## config.mk

```make
export PLATFORM = sky130hd
export DESIGN_NAME = dvs_on_hssl_top
export DESIGN_NICKNAME = d
export VERILOG_FILES = /design/src/rtl/dvs_on_hssl_top.sv
export SDC_FILE = /design/constraint.sdc
export NUM_CORES = 1
export LEC_CHECK = 0
export CAP_MARGIN = 20
export CORE_ASPECT_RATIO = 1.75
export CORE_MARGIN = 2
export CORE_UTILIZATION = 60
export DETAILED_ROUTE_END_ITERATION = 8
export DONT_BUFFER_PORTS = 1
export PLACE_DENSITY_LB_ADDON = 0.12
export SKIP_CTS_REPAIR_TIMING = 1
export SLEW_MARGIN = 20
export SYNTH_ARGS = -nofsm -noshare
export SYNTH_HDL_FRONTEND = slang
export SYNTH_SLANG_ARGS = --single-unit
```

## constraint.sdc

```tcl
create_clock -name gt_refclk_p -period 9.5 [get_ports gt_refclk_p]
set_input_delay 1.425 -clock gt_refclk_p [delete_from_list [all_inputs] [get_ports gt_refclk_p]]
set_output_delay 1.425 -clock gt_refclk_p [all_outputs]
set_load 0.02 [all_outputs]
```

## src/rtl/dvs_on_hssl_top.sv

```systemverilog
// DVS event link over a single-lane HSSL: frame generator, aligner, checker.
// Optional DVS_HSSL_PARITY_EN puts even parity of payload[30:0] in payload[31].
module dvs_on_hssl_top #(
  parameter int unsigned EVT_GAP  = 4,
  parameter int unsigned LOCK_CNT = 16
) (
  input  logic        gt_refclk_p,
  input  logic        gt_refclk_n,
  input  logic        reset,
  input  logic        gt_rxp_in,
  input  logic        gt_rxn_in,
  output logic        gt_txp_out,
  output logic        gt_txn_out,
  output logic        rx_locked,
  output logic [31:0] rx_event_count,
  output logic [15:0] rx_error_count
);

  localparam logic [5:0]  LAST_BIT = 6'd33;
  localparam logic [7:0]  GAP      = EVT_GAP[7:0];
  localparam logic [15:0] LOCK     = LOCK_CNT[15:0];

  typedef enum logic {
    RX_HUNT,
    RX_LOCK
  } rx_state_e;

  // Differential complements carry no extra information here.
  logic unused_inputs;
  assign unused_inputs = gt_refclk_n ^ gt_rxn_in;

  // ---------------- transmit ----------------
  logic [5:0]  tx_bit_q, tx_bit_d;
  logic [7:0]  gap_q, gap_d;
  logic [31:0] gen_q, gen_d;
  logic        tx_is_evt;
  logic [31:0] tx_pay;
  logic [33:0] tx_frame;
  logic        tx_bit;

  assign tx_is_evt = (gap_q == GAP);

`ifdef DVS_HSSL_PARITY_EN
  assign tx_pay = {^gen_q[30:0], gen_q[30:0]};
`else
  assign tx_pay = gen_q;
`endif

  assign tx_frame = tx_is_evt ? {2'b01, tx_pay} : {2'b10, 32'h0000_0000};
  assign tx_bit   = tx_frame[LAST_BIT - tx_bit_q];

  // Output is forced low while reset is held so an aborted frame stops at once.
  assign gt_txp_out = ~reset & tx_bit;
  assign gt_txn_out = ~gt_txp_out;

  // Advance the bit pointer; at frame end step the idle/event schedule.
  always_comb begin
    tx_bit_d = tx_bit_q + 6'd1;
    gap_d    = gap_q;
    gen_d    = gen_q;
    if (tx_bit_q == LAST_BIT) begin
      tx_bit_d = 6'd0;
      if (tx_is_evt) begin
        gap_d = 8'd0;
        gen_d = gen_q + 32'd1;
      end else begin
        gap_d = gap_q + 8'd1;
      end
    end
  end

  // Transmit state registers.
  always_ff @(posedge gt_refclk_p or posedge reset) begin
    if (reset) begin
      tx_bit_q <= 6'd0;
      gap_q    <= 8'd0;
      gen_q    <= 32'd0;
    end else begin
      tx_bit_q <= tx_bit_d;
      gap_q    <= gap_d;
      gen_q    <= gen_d;
    end
  end

  // ---------------- receive ----------------
  rx_state_e   state_q, state_d;
  logic [33:0] rx_sr_q, rx_sr_d;
  logic [5:0]  rx_cnt_q, rx_cnt_d;
  logic        slip_q, slip_d;
  logic [15:0] good_q, good_d;
  logic [31:0] exp_q, exp_d;
  logic        exp_vld_q, exp_vld_d;
  logic [31:0] evt_q, evt_d;
  logic [15:0] err_q, err_d;
  logic        err_inc;

  logic [33:0] rx_word;
  logic [1:0]  hdr;
  logic [31:0] pay;
  logic        hdr_ok;
  logic        hdr_evt;
  logic        par_bad;
  logic        mism;

  // Word as it stands once the current bit is shifted in.
  assign rx_word = {rx_sr_q[32:0], gt_rxp_in};
  assign hdr     = rx_word[33:32];
  assign pay     = rx_word[31:0];
  assign hdr_ok  = (hdr == 2'b01) || (hdr == 2'b10);
  assign hdr_evt = (hdr == 2'b01);

`ifdef DVS_HSSL_PARITY_EN
  assign par_bad = pay[31] ^ (^pay[30:0]);
  assign mism    = (pay[30:0] != exp_q[30:0]);
`else
  assign par_bad = 1'b0;
  assign mism    = (pay != exp_q);
`endif

  assign rx_locked      = (state_q == RX_LOCK);
  assign rx_event_count = evt_q;
  assign rx_error_count = err_q;

  // Alignment search, lock tracking and event payload checking.
  always_comb begin
    state_d   = state_q;
    rx_sr_d   = rx_word;
    rx_cnt_d  = rx_cnt_q + 6'd1;
    slip_d    = 1'b0;
    good_d    = good_q;
    exp_d     = exp_q;
    exp_vld_d = exp_vld_q;
    evt_d     = evt_q;
    err_d     = err_q;
    err_inc   = 1'b0;

    if (slip_q) begin
      // Hold the counter one extra bit to shift the alignment.
      rx_cnt_d = rx_cnt_q;
    end else if (rx_cnt_q == LAST_BIT) begin
      rx_cnt_d = 6'd0;
      unique case (state_q)
        RX_HUNT: begin
          if (hdr_ok) begin
            good_d = good_q + 16'd1;
            if (good_d == LOCK) begin
              state_d   = RX_LOCK;
              exp_vld_d = 1'b0;
            end
          end else begin
            good_d = 16'd0;
            slip_d = 1'b1;
          end
        end
        RX_LOCK: begin
          if (!hdr_ok) begin
            state_d   = RX_HUNT;
            good_d    = 16'd0;
            slip_d    = 1'b1;
            exp_vld_d = 1'b0;
            err_inc   = 1'b1;
          end else if (hdr_evt) begin
            evt_d = evt_q + 32'd1;
            if (!exp_vld_q) begin
              exp_d     = pay + 32'd1;
              exp_vld_d = 1'b1;
            end else if (par_bad) begin
              // Corrupt payload cannot be trusted to resync the sequence.
              err_inc = 1'b1;
              exp_d   = exp_q + 32'd1;
            end else begin
              err_inc = mism;
              exp_d   = pay + 32'd1;
            end
          end
        end
        default: state_d = RX_HUNT;
      endcase
    end

    if (err_inc && (err_q != 16'hFFFF)) begin
      err_d = err_q + 16'd1;
    end
  end

  // Receive state registers.
  always_ff @(posedge gt_refclk_p or posedge reset) begin
    if (reset) begin
      state_q   <= RX_HUNT;
      rx_sr_q   <= 34'd0;
      rx_cnt_q  <= 6'd0;
      slip_q    <= 1'b0;
      good_q    <= 16'd0;
      exp_q     <= 32'd0;
      exp_vld_q <= 1'b0;
      evt_q     <= 32'd0;
      err_q     <= 16'd0;
    end else begin
      state_q   <= state_d;
      rx_sr_q   <= rx_sr_d;
      rx_cnt_q  <= rx_cnt_d;
      slip_q    <= slip_d;
      good_q    <= good_d;
      exp_q     <= exp_d;
      exp_vld_q <= exp_vld_d;
      evt_q     <= evt_d;
      err_q     <= err_d;
    end
  end

endmodule

```

==> summary.txt <==
Power and ir drop
  • Switching portion of total power: a little under a quarter
  • Max VDD drop: between 0.1 and 0.15 mV
  • Sequential Power Share: between 50% and 60%
  • PnR Total Power: around 1.6 mW
  • LEAKAGE: about 4.2 nW
  • Logic gate share of total power: about 4.2%
  • Pwr/cell area: approximately 160 mW/mm^2
  • Psw: about 360 uW
  • Clk pwr share: a little over two fifths
  • P_int: 1.19 mW

Yosys
  • Synthesized-area fraction occupied by xor and xnor cells: roughly 15%
  • Synth Cell Area: about 0.0092 mm^2
  • Ys flop type: dfrtp_1
  • Syn. warnings: 0
  • Post-synthesis compound-gate area fraction: around 7.4%
  • Mean Syn Cell Area: 10.2 um^2
  • Ys async rst share: 100%
  • Main combinational cell family by area after synthesis: simple AND/OR/NAND/NOR gates
  • Yosys cell types: 51
  • Cells after synthesis: 897
  • Net Count, Synth: between 900 and 1000
  • Register area share after synthesis: between 50% and 60%
  • Mux share of post-synthesis cell area: between 3 and 4%
  • EDFF count, synth: 0
  • Simple-Gate Fraction of Synth Area: roughly 20%
  • Synth Area in Adders: ~2%
  • #FFs+latches synth: approximately 180

Setup path
  • Worst R2R Setup Slack: 6420 ps
  • CP Launch Type: flop
  • Crit end category: output pin
  • Crit path required time: 8080 ps
  • RR Startpoint: tx_bit_q[1]
  • Worst Path Max Fanout: 11
  • Worst R2R Path Depth: 8
  • RR Endpoint: gen_q[31]
  • Critical path class: flop to output pin
  • Arr. time, crit path: between 3000 and 4000 ps

CTS
  • Clk buf depth: 2
  • Clock transition at the registers of the reported paths: 60 ps
  • CTS root buf: clkbuf_16
  • CTS tree: done
  • CTS Buf Count: 17
  • Sink count of the clock tree: between 150 and 200
  • CTS H-tree depth: 4
  • Worst skew pair latency: between 400 and 500 ps

Cells and area
  • # fillers: between 1000 and 1500
  • Final #Nets: ~910
  • Fin area: slightly below 0.01 mm^2
  • Layout cells sized above 1: 6.99%
  • Core Util, Final: 66.2%
  • Post-Layout Cell Count: 1084
  • Multi-input gate area: around 0.0044 mm^2
  • Storage element area: about 0.0046 mm^2
  • Area grow syn2layout: 7.38%
  • Diode count: 0

Die
  • # IOs: 56
  • Initial core utilization: between 60 and 70%
  • Core Area: ~0.015 mm^2
  • Die H: between 150 and 200 um
  • Die area: roughly 0.016 mm^2
  • # rows: a little under 60
  • Die width: roughly 98 um

Routing
  • WL final: between 15000 and 20000 um
  • Number of vias per cell: between 5 and 6
  • DR WL/cell: 17.2 um
  • Vias: 6500
  • DR pass1 iterations: 4
  • Drt initial violations: between 200 and 300
  • Post-route DRC: 0
  • Post-DRT Antenna Nets: 0

Hold path
  • Hold/Removal Path Class: flop to flop
  • Hold_sp: rx_sr_q[31]
  • Hold depth: 0
  • Hold Path End: rx_sr_q[32]

STA
  • Final Hold Viols: 0
  • Pins Over Slew Limit: 0
  • Setup violations, final: 0
  • Hold_ws: 439 ps
  • Fin crit share: between 40% and 50%
  • Fin crit period: around 4600 ps
  • Worst Max-Slew Pin Slew: approximately 1200 ps
  • Relative slew slack: roughly a fifth
  • F_max: 0.216 GHz
  • RSZ-0062 raised after global routing: no
  • Post-Route Setup TNS: 0 ps
  • Clk_skew: 13.6 ps
  • Final worst-path setup slack: 4870 ps

Place
  • Placed insts: approximately 1100
  • HPWL Detailed: 13000 um
  • Pre-CTS WS: 5030 ps
  • Routability cong.: around 0.83
  • Port Buf Inserts: 0
  • Placed cell areas: around 0.0093 mm^2

Run
  • Max-cap check violation count: 0

GRT
  • GRT overflow: 0
  • Number of global-route vias before repair: around 6800
  • Largest net degree at the start of global routing: around 100
  • Initial antenna violation count: 0
  • Gr usage total: 23.8%
  • First-pass GRT wire length: around 32000 um

Outcome
  • Outcome: finished, final reports clean
[routing by layer]
layer  part of all wire, %  GRT usage, %
met1                    40          27.2
met2                    55          43.7
met3                   3.7          5.34
met4                   1.5          7.55
met5                     0             0
[Yosys cell counts (2+ instances only)]
cell type  number  area share, %
or4_1           2           0.16
and2_1         12           0.82
and4_1         11            1.0
o21ai_1         2           0.11
buf_6           2           0.25
o211ai_1        7           0.57
and3_1         24            1.6
dfrtp_1       184             50
nor4_1          9           0.61
a21o_1          3           0.25
nand2_1        98            4.0
nor2_2          4           0.27
xnor2_1       102            9.7
nor2b_1         5           0.34
ha_1           15            2.0
inv_1          23           0.94
nor4b_1         2           0.19
xor2_1         53            5.1
nor4_2          2           0.27
nor2_1         51            2.1
nand2b_1        3           0.20
o2111ai_1       4           0.38
clkbuf_1       26            1.1
mux2i_1         6           0.65
a31oi_1         3           0.20
or4_4           2           0.25
mux4_2          8            2.0
nor3_1         24            1.3
a21oi_1        19            1.0
or2_2           5           0.34
o31ai_1         9           0.74
o21ai_0        59            3.2
mux2_2          4           0.49
nand3_1        57            3.1
nand4_1        40            2.7
o31a_1          2           0.19
[registers in the layout, summed over array words and instances, names as in the netlist]
name	flops
rx_sr_q	33
exp_q	32
gen_q	32
rx_event_count	32
good_q	16
rx_error_count	16
gap_q	8
rx_cnt_q	6
tx_bit_q	6
exp_vld_q	1
rx_locked	1
slip_q	1
[power groups by stage]
stage | sequential, mW | clock (mW) | combinational, mW
after floorplan | 0.836 | 0 | 0.0533
after global placement | 0.841 | 0 | 0.0646
after detailed placement | 0.843 | 0 | 0.0664
after CTS | 0.828 | 0.675 | 0.0671
after global routing | 0.831 | 0.704 | 0.0771
final | 0.829 | 0.660 | 0.0653
[final cells by class]
cell class	count	area share, %
flip-flops and latches	184	46.7
multi-input cells	660	44.3
clock buffers	19	4.49
well taps	183	2.32
clock inverters	12	1.05
inverters	23	0.926
repair buffers	3	0.266
[cell families (layout without fill, tap and decap cells)]
| logic type | Yosys count | in the layout |
|---|---|---|
| DFF | 184 | 184 |
| buffers and inverters | 53 | 57 |
| adders and majority gates | 15 | 15 |
| muxes | 18 | 18 |
| xor gates and xnor gates | 155 | 155 |
| AOI/OAI and AO/OA | 115 | 115 |
| and+or+nand+nor | 357 | 357 |
[cells in the final DEF (no fill, tap or decap), drive strengths merged, types with 5 or more instances in the layout]
cell type  count
nor2          55
clkinv         7
a21oi         19
and3          24
inv           24
clkbuf        19
dfrtp        184
nand2         98
o211ai         7
nor2b          5
or2            5
mux4           8
nor4          12
o31ai          9
nor3          24
ha            15
nand4         40
nand3         57
o21ai         61
and2          12
mux2i          6
and4          11
xnor2        102
xor2          53
[worst max-delay path, cell delays in order (launching register included)]
cell and delay [ps]:
dfrtp_1 610, inv_1 120, ha_1 310, xor2_1 470, mux4_2 390, mux2_2 270, mux2i_1 140, nor2b_1 190
o31a_1 270
[how the worst max path moves through the flow]
stage	startpoint	to	slack (ps)	depth (start not counted)
2_1_floorplan	reset	gt_txp_out	1670	3
3_3_place_gp	reset	gt_txp_out	5020	3
3_5_place_dp	reset	gt_txp_out	5030	3
4_1_cts	tx_bit_q[1]	gt_txn_out	4800	8
5_1_grt	tx_bit_q[1]	gt_txn_out	4670	8
6_report	tx_bit_q[1]	gt_txn_out	4870	8
Note: power is estimated with default switching activity, not from simulation.
